File: src/rtl/mips_ctrl_pkg.sv
// rtl/mips_ctrl_pkg.sv - shared constants and types for the multicycle MIPS control unit
// Contents: opcode constants, alu_op codes (shared with the ALU control decoder),
// state encodings, alu_src_b / pc_source select codes, control bundle struct.
// Optional: ILLEGAL_OP_TRAP_EN adds the HALT state encoding.
package mips_ctrl_pkg;

    localparam int ALUOP_W = 3;
    localparam int STATE_W = 4;

    localparam logic [5:0] OP_RTYPE = 6'b000000;
    localparam logic [5:0] OP_LW    = 6'b100011;
    localparam logic [5:0] OP_SW    = 6'b101011;
    localparam logic [5:0] OP_BEQ   = 6'b000100;
    localparam logic [5:0] OP_J     = 6'b000010;
    localparam logic [5:0] OP_ADDI  = 6'b001000;
    localparam logic [5:0] OP_ANDI  = 6'b001100;
    localparam logic [5:0] OP_ORI   = 6'b001101;
    localparam logic [5:0] OP_XORI  = 6'b001110;
    localparam logic [5:0] OP_SLTI  = 6'b001010;

    localparam logic [ALUOP_W-1:0] ALUOP_ADD  = 3'b000;
    localparam logic [ALUOP_W-1:0] ALUOP_SUB  = 3'b001;
    localparam logic [ALUOP_W-1:0] ALUOP_RTYP = 3'b010;
    localparam logic [ALUOP_W-1:0] ALUOP_ADDI = 3'b011;
    localparam logic [ALUOP_W-1:0] ALUOP_ANDI = 3'b100;
    localparam logic [ALUOP_W-1:0] ALUOP_ORI  = 3'b101;
    localparam logic [ALUOP_W-1:0] ALUOP_XORI = 3'b110;
    localparam logic [ALUOP_W-1:0] ALUOP_SLTI = 3'b111;

    localparam logic [1:0] SRCB_B      = 2'b00;
    localparam logic [1:0] SRCB_FOUR   = 2'b01;
    localparam logic [1:0] SRCB_IMM    = 2'b10;
    localparam logic [1:0] SRCB_BRANCH = 2'b11;

    localparam logic [1:0] PCSRC_ALU    = 2'b00;
    localparam logic [1:0] PCSRC_ALUOUT = 2'b01;
    localparam logic [1:0] PCSRC_JUMP   = 2'b10;

    typedef enum logic [STATE_W-1:0] {
        S_FETCH  = 4'd0,
        S_DECODE = 4'd1,
        S_MEMADR = 4'd2,
        S_MEMRD  = 4'd3,
        S_MEMWB  = 4'd4,
        S_MEMWR  = 4'd5,
        S_EXEC   = 4'd6,
        S_ALUWB  = 4'd7,
        S_BRANCH = 4'd8,
        S_JUMP   = 4'd9,
        S_IEXEC  = 4'd10,
`ifdef ILLEGAL_OP_TRAP_EN
        S_IWB    = 4'd11,
        S_HALT   = 4'd12
`else
        S_IWB    = 4'd11
`endif
    } state_t;

    typedef struct packed {
        logic               pc_write;
        logic               pc_write_cond;
        logic [1:0]         pc_source;
        logic               i_or_d;
        logic               mem_read;
        logic               mem_write;
        logic               ir_write;
        logic               mem_to_reg;
        logic               reg_dst;
        logic               reg_write;
        logic               alu_src_a;
        logic [1:0]         alu_src_b;
        logic               zero_ext;
        logic [ALUOP_W-1:0] alu_op;
        logic               halted;
    } ctrl_t;

    function automatic logic is_ialu(input logic [5:0] op);
        return (op == OP_ADDI) || (op == OP_ANDI) || (op == OP_ORI) ||
               (op == OP_XORI) || (op == OP_SLTI);
    endfunction

    function automatic logic [ALUOP_W-1:0] ialu_op(input logic [5:0] op);
        case (op)
            OP_ANDI: return ALUOP_ANDI;
            OP_ORI:  return ALUOP_ORI;
            OP_XORI: return ALUOP_XORI;
            OP_SLTI: return ALUOP_SLTI;
            default: return ALUOP_ADDI;
        endcase
    endfunction

endpackage

File: src/rtl/mcc_output_decode.sv
// rtl/mcc_output_decode.sv - combinational state+opcode to control-bundle decode
// Ports: state (in, current FSM state), opcode (in, IR[31:26]), ctrl (out, control bundle).
// Optional: ILLEGAL_OP_TRAP_EN enables the HALT decode (halted=1).
module mcc_output_decode
    import mips_ctrl_pkg::*;
(
    input  state_t      state,
    input  logic [5:0]  opcode,
    output ctrl_t       ctrl
);

    always_comb begin
        ctrl = '0;
        case (state)
            S_FETCH: begin
                ctrl.mem_read  = 1'b1;
                ctrl.ir_write  = 1'b1;
                ctrl.pc_write  = 1'b1;
                ctrl.alu_src_b = SRCB_FOUR;
                ctrl.alu_op    = ALUOP_ADD;
            end
            S_DECODE: begin
                // Speculative branch target computed while the opcode is decoded.
                ctrl.alu_src_b = SRCB_BRANCH;
                ctrl.alu_op    = ALUOP_ADD;
            end
            S_MEMADR: begin
                ctrl.alu_src_a = 1'b1;
                ctrl.alu_src_b = SRCB_IMM;
            end
            S_MEMRD: begin
                ctrl.mem_read = 1'b1;
                ctrl.i_or_d   = 1'b1;
            end
            S_MEMWB: begin
                ctrl.reg_write  = 1'b1;
                ctrl.mem_to_reg = 1'b1;
            end
            S_MEMWR: begin
                ctrl.mem_write = 1'b1;
                ctrl.i_or_d    = 1'b1;
            end
            S_EXEC: begin
                ctrl.alu_src_a = 1'b1;
                ctrl.alu_src_b = SRCB_B;
                ctrl.alu_op    = ALUOP_RTYP;
            end
            S_ALUWB: begin
                ctrl.reg_write = 1'b1;
                ctrl.reg_dst   = 1'b1;
            end
            S_BRANCH: begin
                ctrl.alu_src_a     = 1'b1;
                ctrl.alu_src_b     = SRCB_B;
                ctrl.alu_op        = ALUOP_SUB;
                ctrl.pc_write_cond = 1'b1;
                ctrl.pc_source     = PCSRC_ALUOUT;
            end
            S_JUMP: begin
                ctrl.pc_write  = 1'b1;
                ctrl.pc_source = PCSRC_JUMP;
            end
            S_IEXEC: begin
                ctrl.alu_src_a = 1'b1;
                ctrl.alu_src_b = SRCB_IMM;
                ctrl.alu_op    = ialu_op(opcode);
                // Logical immediates are zero-extended; addi/slti sign-extend.
                ctrl.zero_ext  = (opcode == OP_ANDI) || (opcode == OP_ORI) ||
                                 (opcode == OP_XORI);
            end
            S_IWB: begin
                ctrl.reg_write = 1'b1;
            end
`ifdef ILLEGAL_OP_TRAP_EN
            S_HALT: begin
                ctrl.halted = 1'b1;
            end
`endif
            default: ctrl = '0;
        endcase
    end

endmodule

File: src/rtl/multicycle_control_fsm.sv
// rtl/multicycle_control_fsm.sv - multicycle MIPS main control FSM
// Ports: clk, rst (async active-high), opcode (IR[31:26]); outputs pc_write,
// pc_write_cond, pc_source, i_or_d, mem_read, mem_write, ir_write, mem_to_reg,
// reg_dst, reg_write, alu_src_a, alu_src_b, zero_ext, alu_op, halted.
// Optional: ILLEGAL_OP_TRAP_EN sends undefined opcodes to a sticky HALT state.
module multicycle_control_fsm
    import mips_ctrl_pkg::*;
(
    input  logic               clk,
    input  logic               rst,
    input  logic [5:0]         opcode,
    output logic               pc_write,
    output logic               pc_write_cond,
    output logic [1:0]         pc_source,
    output logic               i_or_d,
    output logic               mem_read,
    output logic               mem_write,
    output logic               ir_write,
    output logic               mem_to_reg,
    output logic               reg_dst,
    output logic               reg_write,
    output logic               alu_src_a,
    output logic [1:0]         alu_src_b,
    output logic               zero_ext,
    output logic [ALUOP_W-1:0] alu_op,
    output logic               halted
);

    state_t state;
    ctrl_t  ctrl_raw;
    ctrl_t  ctrl;

    always_ff @(posedge clk or posedge rst) begin
        if (rst) begin
            state <= S_FETCH;
        end else begin
            case (state)
                S_FETCH:  state <= S_DECODE;
                S_DECODE: begin
                    if (opcode == OP_LW || opcode == OP_SW) state <= S_MEMADR;
                    else if (opcode == OP_RTYPE)            state <= S_EXEC;
                    else if (opcode == OP_BEQ)              state <= S_BRANCH;
                    else if (opcode == OP_J)                state <= S_JUMP;
                    else if (is_ialu(opcode))               state <= S_IEXEC;
`ifdef ILLEGAL_OP_TRAP_EN
                    else                                    state <= S_HALT;
`else
                    else                                    state <= S_FETCH;
`endif
                end
                S_MEMADR: state <= (opcode == OP_LW) ? S_MEMRD : S_MEMWR;
                S_MEMRD:  state <= S_MEMWB;
                S_MEMWB:  state <= S_FETCH;
                S_MEMWR:  state <= S_FETCH;
                S_EXEC:   state <= S_ALUWB;
                S_ALUWB:  state <= S_FETCH;
                S_BRANCH: state <= S_FETCH;
                S_JUMP:   state <= S_FETCH;
                S_IEXEC:  state <= S_IWB;
                S_IWB:    state <= S_FETCH;
`ifdef ILLEGAL_OP_TRAP_EN
                S_HALT:   state <= S_HALT;
`endif
                default:  state <= S_FETCH;
            endcase
        end
    end

    mcc_output_decode u_decode (
        .state  (state),
        .opcode (opcode),
        .ctrl   (ctrl_raw)
    );

    // State sits at FETCH during reset, so outputs are masked to keep every
    // strobe low until rst is released.
    assign ctrl = rst ? '0 : ctrl_raw;

    assign pc_write      = ctrl.pc_write;
    assign pc_write_cond = ctrl.pc_write_cond;
    assign pc_source     = ctrl.pc_source;
    assign i_or_d        = ctrl.i_or_d;
    assign mem_read      = ctrl.mem_read;
    assign mem_write     = ctrl.mem_write;
    assign ir_write      = ctrl.ir_write;
    assign mem_to_reg    = ctrl.mem_to_reg;
    assign reg_dst       = ctrl.reg_dst;
    assign reg_write     = ctrl.reg_write;
    assign alu_src_a     = ctrl.alu_src_a;
    assign alu_src_b     = ctrl.alu_src_b;
    assign zero_ext      = ctrl.zero_ext;
    assign alu_op        = ctrl.alu_op;
    assign halted        = ctrl.halted;

endmodule

File: config.mk
export PLATFORM = sky130hd
export DESIGN_NAME = multicycle_control_fsm
export DESIGN_NICKNAME = d
export VERILOG_FILES = /design/src/rtl/mips_ctrl_pkg.sv /design/src/rtl/mcc_output_decode.sv /design/src/rtl/multicycle_control_fsm.sv
export SDC_FILE = /design/constraint.sdc
export NUM_CORES = 1
export LEC_CHECK = 0
export CAP_MARGIN = 10
export CORE_MARGIN = 2
export CORE_UTILIZATION = 28
export CTS_BUF_LIST = sky130_fd_sc_hd__clkbuf_8 sky130_fd_sc_hd__clkbuf_16
export DETAILED_ROUTE_END_ITERATION = 10
export PLACE_DENSITY_LB_ADDON = 0.2
export SETUP_SLACK_MARGIN = 0.5
export SYNTH_ARGS = -nofsm -noshare
export SYNTH_HDL_FRONTEND = slang
export SYNTH_SLANG_ARGS = --single-unit
File: constraint.sdc
create_clock -name clk -period 1.1 [get_ports clk]
set_input_delay 0.11 -clock clk [delete_from_list [all_inputs] [get_ports clk]]
set_output_delay 0.11 -clock clk [all_outputs]
set_load 0.005 [all_outputs]
==> impl_results.md <==
* Result of the run: complete, but fails checks
* Failing checks: negative setup slack
* Registers with the most flip-flops: state (4)
* Library cell with the highest instance count after synthesis: nor3_1
* Number of sinks on the clock net at 4
* Highest cell delay on the worst timing path at approximately 0.43 ns
* N_diodes at 0
* Final count of negative-setup-slack endpoints at 22
* Maximum number of pins on one net before global-route repair at 11
* Share of synthesized registers carrying an async set or reset at 1.00
* Synth top area share at 0.169
* Number of buffers added on ports at 25
* Number of antenna violations at the first check in global routing at 0
* I/O pin cnt at 27
* Power consumption at around 1900 µW
* Cell area after placement at between 1000 and 1500 µm²
* Post-synthesis cell area at 593 µm²
* TritonCTS buffer count at 3
* Die outline area at 2500 µm²
* Number of buffers between clock root and the deepest sink at 2
* Min setup slack post-route at -0.370 ns
* Number of flip-flops under the largest register name at 4
* Required time reported for the critical path endpoint at between 0.9 and 1 ns
* Commonest register cell after synthesis: dfrtp_1
* Cell variety after synth at 34
* Largest fanout on the critical path at 4
* GP Congestion at 0.840
* Clock root buffer: clkbuf_8
* Synthesized netlist net count at 90
* Largest delay share family, worst path: flip-flops
* Pwr per Cell Area at 1340 nW/µm²
* Area of all placed cells without fillers at ~1400 µm²
* Count of TritonRoute iterations in the first routing pass at 4
* Number of warning messages in the yosys log at 0
* Effective utilization at floorplan at 0.299
* Maximum VDD drop at 1.57 mV
* Count of final hold-check violations at 0
* Wire length of the first global-routing pass at roughly 4300 µm
* Cell repeated most along the worst path: buf_6
* Cell chain of the critical path: buf_6 > nor2b_4 > buf_6 > nor4_4 > buf_2
* Main area contributors after synthesis: dfrtp_1 (17%), nor3_1 (8.4%), nor2_1 (5.7%)
* Startpoint kind of the worst setup timing path: register
* Post-detailed-route count of antenna-violating nets at 0
* CTS tree: yes
* Critical path depth at 5
* Chip Height at roughly 50 µm
* Cell taking the most area after synthesis: dfrtp_1
* Cell count after synthesis at 82
* Portion of the clock cycle consumed by the worst path in the final layout at 1.34
* Fraction of final layout cells sized beyond drive strength 1 at 0.691
* Vias in the first global route at roughly 900
* Endpoint arrival time on the critical path at between 1 and 1.5 ns
* Most frequent cells after synthesis: nor3_1 (10), nor2_1 (9), nand2_1 (6), a21oi_1 (5), nand2b_1 (5)
* Depth of the worst register-to-register path at 7
* Seq/Total Area, Yosys at 0.169
* Pleak at ~0.00063 µW
* Number of enable flip-flop cells after synthesis at 0
* Hold Buf Count CTS at 0
* Number of remaining DRC errors at 0
* Total wire length after detailed routing at roughly 2800 µm
* Max Clk Rate at between 600 and 700 MHz
* Number of register bits inferred by synthesis at 4
* Post-detailed-route via-to-cell ratio at ~5.1
* Area added between synthesis and finish at 135%
* Clock latency of the later-clocked register in the worst-skew pair at between 0.2 and 0.25 ns
* Setup repair after global routing missed its margin: true
* Placement row count at 16
* Wirelength per Cell at roughly 16 µm
* Number of design-rule violations left by the first detailed-router iteration at 21
* Detailed Place HPWL at ~1600 µm
* Count of pins over their slew limit at 0
* Post-route core utilization at 0.704
* Aggregate global routing overflow at 0
* DP Worst Slack at -0.712 ns
* Via total after detailed routing at about 900
* Final nets at 159
* Cell with the largest stage delay on the worst path: dfrtp_2
* Core area at 1980 µm²
* Width of the die at between 50 and 60 µm
* CTS clock-pin slew for the worst setup and hold paths at around 0.030 ns
* Final setup skew at around 0.00025 ns
* Worst hold slack after final layout at 0.348 ns
* Total global routing track utilization at 0.222
* Kind of capture point of the worst setup path: output port
* Reg with most FFs: state
* CP Class: reg -> out
* Tmin final at between 1 and 1.5 ns
* Number of levels the H-tree was split into at 1
* Critical path buffers and inverters at 3
* Average size of a mapped cell at approximately 7.2 µm²
* Max-cap check violation count at 0
* Hold Crit Class: in -> async
==> placed cells by master, fill, tap and decap left out, types with 2 or more instances in the layout <==
cell           count
buf_2             18
nand2b_4           4
nand3_1            2
a21oi_2            2
a2111oi_4          2
clkbuf_8           3
nand2_1            5
nor3b_1            2
nor2_1             7
nor2b_2            2
nor3_1             3
dlygate4sd2_1      8
a211oi_2           2
o21ai_0            2
nor3_2             7
dfrtp_2            4
buf_4             27
nor2_4             2
inv_1              2
nor4_4             3
a21oi_1            2
buf_6             19
==> metal layers <==
layer	vias up	track usage	routed length [µm]
li1	437	-	-
met1	427	0.256	1140
met2	32	0.401	1520
met3	6	0.0212	104
met4	0	0.111	54
met5	-	0	0
==> what timing repair did <==
action / CTS / global route
cloned: 1 / 0
endpoints found under the setup margin: 26 / 22
gates resized for setup: 114 / 8
setup buffers: 10 / 5
pin swaps: 17 / 6
==> tightest hold or removal path: cells and delay by family <==
kind | cells | cell delay (ns)
buffers and inverters | 4 | 0.77
==> worst paths after layout <==
kind	start	to	slack [ns]
max reg2reg	state[1]	state[2]	-0.32
min in group clk	opcode[5]	state[2]	0.53
max	state[1]	mem_read	-0.37
min	rst	state[3]	0.35
max in group asynchronous	rst	state[1]	0.64
min reg2reg	state[0]	state[2]	0.69
==> power by group <==
group,switching (µW),internal (µW),leakage (µW),total (µW)
clock network,69.9,233,0.0000216,303
logic,627,705,0.000557,1330
registers,44.8,186,0.0000472,231
==> through the flow <==
| stage | instances | TNS [ns] |
|---|---|---|
| detailed placement | 157 | -13.07 |
| floorplan | 82 | -0.0317 |
| global placement | 157 | -12.69 |
| global route | 176 | -7.82 |
| CTS | 171 | -6.18 |
| finish | 176 | -6.87 |
==> cell families after synthesis <==
family / after synthesis / synth area share
flip-flops: 4 / 0.169
other: 1 / 0.00632
AO/OA/AOI/OAI: 19 / 0.228
XOR/XNOR: 2 / 0.0295
AND/OR/NAND/NOR: 46 / 0.432
buffers and inverters: 10 / 0.135
==> layout make-up <==
type,count,area [µm²]
Multi-Input combinational cell,68,631
Inverter,2,7.51
Tap cell,27,33.8
Fill cell,139,587
Clock buffer,3,41.3
Timing Repair Buffer,72,577
Sequential cell,4,105
Note: power is estimated with default switching activity, not from simulation.
